$ cat config.mk
export PLATFORM = sky130hd
export DESIGN_NAME = fetch_stage
export DESIGN_NICKNAME = d
export VERILOG_FILES = /design/src/rtl/fetch_stage.sv
export SDC_FILE = /design/constraint.sdc
export NUM_CORES = 1
export LEC_CHECK = 0
export ABC_AREA = 1
export BUFFER_PORTS_ARGS = -buffer_cell sky130_fd_sc_hd__buf_2
export CAP_MARGIN = 20
export CORE_ASPECT_RATIO = 1.75
export CORE_MARGIN = 5
export CORE_UTILIZATION = 32
export DETAILED_ROUTE_END_ITERATION = 7
export HOLD_SLACK_MARGIN = 0.1
export PLACE_DENSITY = 0.63
export SETUP_SLACK_MARGIN = 0.02
export SLEW_MARGIN = 5
export SYNTH_ARGS = -nofsm -noshare
export SYNTH_HDL_FRONTEND = slang
export SYNTH_SLANG_ARGS = --single-unit
$ cat constraint.sdc
create_clock -name clk -period 2.7 [get_ports clk]
set_input_delay 0.27 -clock clk [delete_from_list [all_inputs] [get_ports clk]]
set_output_delay 0.27 -clock clk [all_outputs]
set_load 0.05 [all_outputs]
$ cat src/rtl/fetch_stage.sv
// IF stage: program counter, instruction-RAM drive and the IF/ID pipeline register.
// A taken branch redirects the PC and squashes the wrong-path fetch; the hazard unit can stall or bubble.
module fetch_stage #(
    parameter logic [31:0] RESET_PC  = 32'h0000_0000,
    parameter logic [31:0] NOP_INSTR = 32'h0000_0000,
    parameter int          PC_INC    = 4
) (
    input  logic        clk,
    input  logic        reset,
    input  logic        pc_ld,
    input  logic        if_id_ld,
    input  logic        choose_ta_r_nop,
    input  logic [31:0] branch_target,
    input  logic [31:0] imem_data,
    output logic        imem_en,
    output logic [31:0] imem_addr,
    output logic [31:0] pc,
    output logic [31:0] if_id_instr,
    output logic [31:0] if_id_pc4,
    output logic        if_id_valid
);

    typedef enum logic {BOOT, RUN} state_t;

    state_t      state, state_nx;
    logic [31:0] pc_nx, instr_nx, pc4_nx;
    logic        valid_nx;
    logic [31:0] pc_inc;

    assign pc_inc    = pc + 32'(PC_INC);
    assign imem_addr = pc;

    always_ff @(posedge clk) begin
        if (reset) state <= BOOT;
        else       state <= state_nx;
    end

    always_comb begin
        state_nx = RUN;
        imem_en  = 1'b0;
        pc_nx    = pc;
        instr_nx = if_id_instr;
        pc4_nx   = if_id_pc4;
        valid_nx = if_id_valid;
        case (state)
            BOOT: state_nx = RUN;
            RUN: begin
                imem_en = 1'b1;
                if (choose_ta_r_nop) begin
                    // flush wins over any stall; target is forced word-aligned
                    pc_nx    = {branch_target[31:2], 2'b00};
                    instr_nx = NOP_INSTR;
                    valid_nx = 1'b0;
                end else begin
                    if (pc_ld) pc_nx = pc_inc;
                    if (if_id_ld) begin
                        if (pc_ld) begin
                            instr_nx = imem_data;
                            pc4_nx   = pc_inc;
                            valid_nx = 1'b1;
                        end else begin
                            instr_nx = NOP_INSTR;
                            valid_nx = 1'b0;
                        end
                    end
                end
            end
            default: state_nx = BOOT;
        endcase
    end

    always_ff @(posedge clk) begin
        if (reset) begin
            pc          <= RESET_PC;
            if_id_instr <= NOP_INSTR;
            if_id_pc4   <= 32'h0;
            if_id_valid <= 1'b0;
        end else begin
            pc          <= pc_nx;
            if_id_instr <= instr_nx;
            if_id_pc4   <= pc4_nx;
            if_id_valid <= valid_nx;
        end
    end

endmodule
==> metrics.md, run 1 <==
| Metric | Value |
|---|---|
| Clock transition at path regs | 0.07 ns |
| Initial antenna violation count | 0 |
| Vias in the first global route | 4541 |
| Global-route wire length before repair | 23400 um |
| Routed length per instance | 15.2 um |
| Pwr/cell area | 610 mW/mm2 |
| Post-synthesis instance area | 0.00475 mm2 |
| Critical Path Start | imem_addr[2] |
| Sequential area share after synthesis | 39.6% |
| Core area | 0.0148 mm2 |
| Top cell type's share of synthesized area | 39.6% |
| DRT Wirelength | 15400 um |
| Yosys top cell by area | dfxtp_1 |
| TritonCTS buffer count | 9 |
| Layout cells sized above 1 | 29.3% |
| Cts-stage hold buffer count | 0 |
| Worst hold start | imem_data[12] |
| Peak supply drop | 0.273 mV |
| Via count | 4695 |
| Crit Path Class | reg2reg |
| Slew margin rel. | 34.0% |
| Psw | 1240 uW |
| Die Wd | 102 um |
| Asr flop ratio synth | 0% |
| Slew @ Worst Pin | 0.989 ns |
| Post-layout min period | 1.76 ns |
| Via density | 4.64 |
| Final hold violation count | 0 |
| Worst Hold Class | in2reg |
| Switching Fraction | 34.7% |
| GRT overflow | 0 |
| Post-layout util | 39.8% |
| Post-Route Setup TNS | 0 ns |
| Crit start category | register |
| Die height | 171 um |
| Worst reg2reg startpoint | imem_addr[2] |
| Number of DRC markers in iteration 0 | 143 |
| Post-synth EDFFs | 0 |
| DIE AREA | 0.0175 mm2 |
| Fin nets | 894 |
| Final Hold Slack | 0.164 ns |
| Largest net degree at the start of global routing | 35 |
| I/O pins | 199 |
| CTS root buffer | clkbuf_16 |
| Gp weighted congestion | 0.878 |
| Clock share of power | 35.2% |
| Comb pwr share | 22.0% |
| I/O Buffers | 190 |
| Status | finished clean |
| Buffer count from post-CTS setup fixing | 0 |
| First-pass detailed-route iteration total | 4 |
| Yosys reg bits | 94 |
| TritonCTS clock tree | built |
| Remaining DRCs | 0 |
| Critical Path RT | 2.94 ns |
| RSZ-0062 raised after global routing | no |
| Pins over their slew limit | 0 |
| Detail Route Antenna Nets | 0 |
| FP Rows | 59 |
| Top cells by area, synth | dfxtp_1 40%, nand2_1 14%, a21oi_1 9.5%, nor2_1 6.6%, buf_4 6.5% |
| Clk_lat worst skew | 0.35 ns |
| Max-cap violations | 0 |
| Critical Path AT | 2.00 ns |
| CP Max Fanout | 7 |
| Clk sinks | 94 |
| Ant diodes | 0 |
| Mapped Avg Cell Area | 6.99 um2 |
| Tot GR Track Use | 17.5% |
| Synth warn | 0 |
| Final Cycle Share | 65.2% |
| CTS resizes | 0 |
| Ys flop type | dfxtp_1 |
| Final setup violation count | 0 |
| Area growth syn-to-layout | 23.7% |
| Leak | 0.00296 uW |
| Initial core utilization | 32.2% |
| Endpoint class of the critical path | register |
| Post-Syn Instances | 679 |
| Power share of the sequential group | 42.8% |
| Max Freq | 0.568 GHz |
| Clock tree buffer depth | 2 |
| Distinct cells, synth | 31 |
| Htree depth | 3 |
| Skew final | 0.00604 ns |
| Post-DP HPWL | 11600 um |
| Pint | 2340 uW |
## synthesized netlist by cell type, types with 3 or more instances
library cell / instances
nor2_4: 7
dfxtp_1: 94
o21ai_1: 16
nor2_2: 3
nand2_2: 6
buf_6: 4
o21ai_0: 46
a21oi_1: 90
nand3b_1: 6
nand3_1: 10
inv_1: 45
nand2_1: 171
nor2_1: 83
xor2_1: 9
buf_4: 41
clkbuf_1: 18
xnor2_1: 4
buf_2: 5
## layer usage
metal / share of wire, % / vias up / routed length [um] / GRT usage (%)
met5: 0 / - / 0 / 0
met4: 4.8 / 0 / 741 / 10.5
met3: 6.1 / 43 / 941 / 2.98
met2: 51 / 176 / 7850 / 31.6
met1: 38 / 2080 / 5830 / 18.4
li1: - / 2396 / - / -
## path summary, 6_finish.rpt
| path | endpoint | slack (ns) | cells after the start |
|---|---|---|---|
| max | if_id_pc4[24] | 0.94 | 10 |
| max reg2reg | if_id_pc4[24] | 0.94 | 10 |
| min reg2reg | if_id_instr[26] | 0.46 | 2 |
| min | if_id_instr[12] | 0.16 | 3 |
## layout make-up
cell class | instances | area, um2
fill | 1648 | 8890
multi-input combinational | 472 | 2260
timing repair buffer | 200 | 1030
clock buffer | 12 | 267
inverter | 47 | 176
sequential | 94 | 1880
clock inverter | 4 | 30.0
tap | 183 | 229
## worst max-delay path, stage by stage (launching register included)
cell and delay (ns):
dfxtp_1 0.45, ha_1 0.25, nand2_2 0.09, nor2_4 0.17
nand2_2 0.12, nor2_4 0.19, nand2_1 0.07, nand2_1 0.06
nand2_1 0.09, o21ai_1 0.13, inv_1 0.05
## layout by cell type (no fill, tap or decap), types with 10 or more instances in the layout
master,count
o21ai_1,15
nand3_1,10
o21ai_0,46
nor2_1,82
buf_2,190
buf_4,10
inv_1,45
a21oi_1,90
nand2_1,171
dfxtp_1,94
## metrics by stage
stage / total power, uW / worst slack, ns / area [um2] / instances
2_1_floorplan: 2180 / 0.769 / 4770 / 684
3_5_place_dp: 2360 / 0.694 / 5580 / 996
6_report: 3580 / 0.940 / 5870 / 1012
5_1_grt: 3740 / 0.719 / 5870 / 1012
3_3_place_gp: 2360 / 0.729 / 5580 / 996
4_1_cts: 3630 / 0.898 / 5870 / 1012
## logic make-up (layout without fill, tap and decap cells)
| logic type | count (synthesis) | after routing | synth area share (%) |
|---|---|---|---|
| adder cells (fa/ha/maj) | 1 | 1 | 0.263 |
| other | 1 | 6 | 0.0790 |
| XOR/XNOR | 15 | 15 | 3.08 |
| buffers and inverters | 118 | 263 | 13.4 |
| AO/OA/AOI/OAI | 157 | 157 | 16.9 |
| AND/OR/NAND/NOR | 293 | 293 | 26.6 |
| flip-flops | 94 | 94 | 39.6 |
## flip-flops by register name, indices dropped and copies added (netlist names)
signal       cells
if_id_instr     32
imem_addr       30
state            1
if_id_valid      1
if_id_pc4       30
## power by group through the flow
stage | clock [uW] | combinational, uW | sequential (uW)
global placement | 0 | 792 | 1560
finish | 1260 | 789 | 1530
global route | 1350 | 847 | 1550
detailed placement | 0 | 795 | 1570
CTS | 1300 | 797 | 1530
floorplan | 0 | 403 | 1780
No activity file was read; power rests on OpenSTA's default activity.
==> inputs of run 2 (changes only) <==
--- a/config.mk
+++ b/config.mk
@@ -5,7 +5,7 @@
 export SDC_FILE = /design/constraint.sdc
 export NUM_CORES = 1
 export LEC_CHECK = 0
-export ABC_AREA = 1
+export ABC_AREA = 0
 export BUFFER_PORTS_ARGS = -buffer_cell sky130_fd_sc_hd__buf_2
 export CAP_MARGIN = 20
 export CORE_ASPECT_RATIO = 1.75
@@ -13,7 +13,7 @@
 export CORE_UTILIZATION = 32
 export DETAILED_ROUTE_END_ITERATION = 7
 export HOLD_SLACK_MARGIN = 0.1
-export PLACE_DENSITY = 0.63
+export PLACE_DENSITY = 0.65
 export SETUP_SLACK_MARGIN = 0.02
 export SLEW_MARGIN = 5
 export SYNTH_ARGS = -nofsm -noshare
==> constraint.sdc (replaced) <==
create_clock -name clk -period 1.45 [get_ports clk]
set_input_delay 0.145 -clock clk [delete_from_list [all_inputs] [get_ports clk]]
set_output_delay 0.145 -clock clk [all_outputs]
set_load 0.05 [all_outputs]
==> metrics.md, run 2 <==
| Metric | Value |
|---|---|
| Critical Path RT | 1.71 ns |
| Commonest non-fill, non-tap cell in the layout | buf_2 |
| Crit start category | register |
| Post-synthesis instance area | 0.00470 mm2 |
| Endpoint class of the critical path | register |
| Via density | 5.18 |
| Mapped Avg Cell Area | 8.33 um2 |
| Via count | 5338 |
| # fillers | 1296 |
| Final setup margin | -0.430 ns |
| Tot GR Track Use | 19.9% |
| Psw | 2160 uW |
| Post-synth EDFFs | 0 |
| Fin nets | 914 |
| FF-to-FF path depth | 9 |
| Yosys reg bits | 94 |
| I/O pins | 199 |
| Pwr Total | 6590 uW |
| Post-layout min period | 1.88 ns |
| Placed Cells | 951 |
| Pins over their slew limit | 0 |
| I/O Buffers | 190 |
| Gp weighted congestion | 0.873 |
| Clk sinks | 94 |
| DRT Wirelength | 17800 um |
| Area occupied by multi-input gates | 0.00295 mm2 |
| Comb pwr share | 25.6% |
| WP depth | 9 |
| Clock transition at path regs | 0.07 ns |
| Initial core utilization | 32.7% |
| Failing checks | negative setup slack |
| Layout cells sized above 1 | 54.8% |
| Switching Fraction | 32.8% |
| Die height | 170 um |
| Ys flop type | dfxtp_1 |
| Status | finished with violations |
| FP Rows | 58 |
| Max stage delay on crit path | 0.38 ns |
| Initial antenna violation count | 1 |
| Distinct cells, synth | 58 |
| Top-count cell post-synth | dfxtp_1 |
| Largest net degree at the start of global routing | 59 |
| Most frequent cells in the layout | 183 x buf_2, 90 x buf_4, 86 x nor2_1 |
| Crit-path slowest cell | dfxtp_4 |
| Area growth syn-to-layout | 67.8% |
| Global-route wire length before repair | 27300 um |
| Synth warn | 0 |
| Reg with most FFs | if_id_instr |
| GRT overflow | 0 |
| Skew final | 0.00744 ns |
| Synth cell count leaders | 94 x dfxtp_1, 91 x nor2_1, 36 x buf_4 |
| Max-cap violations | 0 |
| Post-DP HPWL | 12500 um |
| Most frequent CP cell | buf_6 |
| Leak | 0.00343 uW |
| Power share of the sequential group | 41.6% |
| CP Max Fanout | 4 |
| Critical Path AT | 2.14 ns |
| Clock share of power | 32.8% |
| Remaining DRCs | 0 |
| CTS root buffer | clkbuf_16 |
| Core area | 0.0144 mm2 |
| Pwr/cell area | 836 mW/mm2 |
| Crit Path Class | reg2reg |
| Pint | 4420 uW |
| Vias in the first global route | 5247 |
| Routed length per instance | 17.2 um |
| Crit path cell chain | ha_4, nand4_1, buf_6, buf_4, buf_6, nor2_4, nand3_2, xor2_2, a211oi_1 |
| Htree depth | 3 |
| Peak supply drop | 0.492 mV |
| Crit path max-delay family | simple AND/OR/NAND/NOR gates |
| Top cells by area, synth | dfxtp_1 40%, nor2_1 7.3%, buf_4 5.8%, a22oi_1 5.6%, a211oi_1 4.5% |
| Clock tree buffer depth | 2 |
| Number of DRC markers in iteration 0 | 219 |
| RSZ-0062 raised after global routing | yes |
| TritonCTS buffer count | 9 |
| TritonCTS clock tree | built |
| First-pass detailed-route iteration total | 4 |
| Final Cycle Share | 130% |
| Die Wd | 102 um |
| Worst Hold Class | in2reg |
| CP Buf/Inv Count | 3 |
| Fin cells | 1030 |
| Sequential area share after synthesis | 40.1% |
| Register area | 0.00195 mm2 |
| Hold Crit Depth | 3 |
| Detail Route Antenna Nets | 0 |
| Top cell type's share of synthesized area | 40.1% |
| Yosys top cell by area | dfxtp_1 |
| Final hold violation count | 0 |
| Post-Syn Instances | 564 |
| Asr flop ratio synth | 0% |
| Flip-flop count of the largest register after layout | 32 |
| Max Freq | 0.532 GHz |
| DIE AREA | 0.0173 mm2 |
| Final setup violation count | 46 |
| Clk_lat worst skew | 0.34 ns |
==> run 2: cells by family (layout without fill, tap and decap cells) <==
group / count (synthesis) / count (layout) / synth area share [%]
adder cells (fa/ha/maj): 1 / 1 / 0.266
AND/OR/NAND/NOR: 201 / 201 / 21.8
multiplexers: 5 / 5 / 1.07
flip-flops: 94 / 94 / 40.1
other: 1 / 7 / 0.0799
XOR/XNOR: 27 / 27 / 5.04
buffers and inverters: 93 / 373 / 10.7
AO/OA/AOI/OAI: 142 / 142 / 20.9
==> run 2: worst reg2reg max path, stage by stage (launching register included) <==
cell and delay (ns):
dfxtp_4 0.38, ha_4 0.14, nand4_1 0.19, buf_6 0.21, buf_4 0.13, buf_6 0.12, nor2_4 0.17, nand3_2 0.10
xor2_2 0.17, a211oi_1 0.20
==> run 2: final cells by class <==
cell class	count	area share [%]
antenna	1	0.0318
clock buffer	14	3.10
clock inverter	2	0.127
inverter	9	0.429
multi-input combinational	382	37.4
sequential	94	24.8
tap	180	2.86
timing repair buffer	348	31.3
==> run 2: routing by layer <==
metal | routed length, um | track usage, % | share of wire [%]
met2 | 9430 | 36.2 | 53
met1 | 6510 | 22.5 | 37
met3 | 1120 | 3.32 | 6.3
met5 | 0 | 0 | 0
met4 | 692 | 8.22 | 3.9
==> run 2: path summary, 6_finish.rpt <==
path	start	endpoint	slack, ns
setup / recovery	imem_addr[2]	if_id_pc4[12]	-0.43
hold / removal	branch_target[2]	imem_addr[2]	0.12
setup reg to reg	imem_addr[2]	if_id_pc4[12]	-0.43
hold reg to reg	if_id_pc4[3]	if_id_pc4[3]	0.45
==> run 2: per-stage QoR <==
step / setup TNS [ns] / utilization, % / worst slack [ns] / hold slack (ns) / area (um2)
finish: -11.57 / 54.8 / -0.430 / 0.120 / 7880
detailed placement: -10.14 / 45.6 / -0.341 / 0.405 / 6560
global route: -15.25 / 54.8 / -0.508 / 0.140 / 7880
floorplan: -14.25 / - / -0.573 / 0.301 / 5190
global placement: -9.12 / 45.6 / -0.332 / 0.396 / 6560
CTS: -9.12 / 52.6 / -0.335 / 0.121 / 7560
==> run 2: repair_timing <==
action / CTS / global route
endpoints found under the setup margin: 46 / 59
hold buffers: 33 / 0
setup buffers: 23 / 10
resized for setup: 64 / 56
endpoints found under the hold margin: 35 / 0
pin swaps: 48 / 34
==> run 2: power by group through the flow <==
stage | logic, uW | clock network [uW] | registers [uW]
2_1_floorplan | 716 | 0 | 3150
6_report | 1690 | 2160 | 2740
4_1_cts | 1630 | 2210 | 2740
3_5_place_dp | 1490 | 0 | 2790
3_3_place_gp | 1480 | 0 | 2790
5_1_grt | 1790 | 2330 | 2750
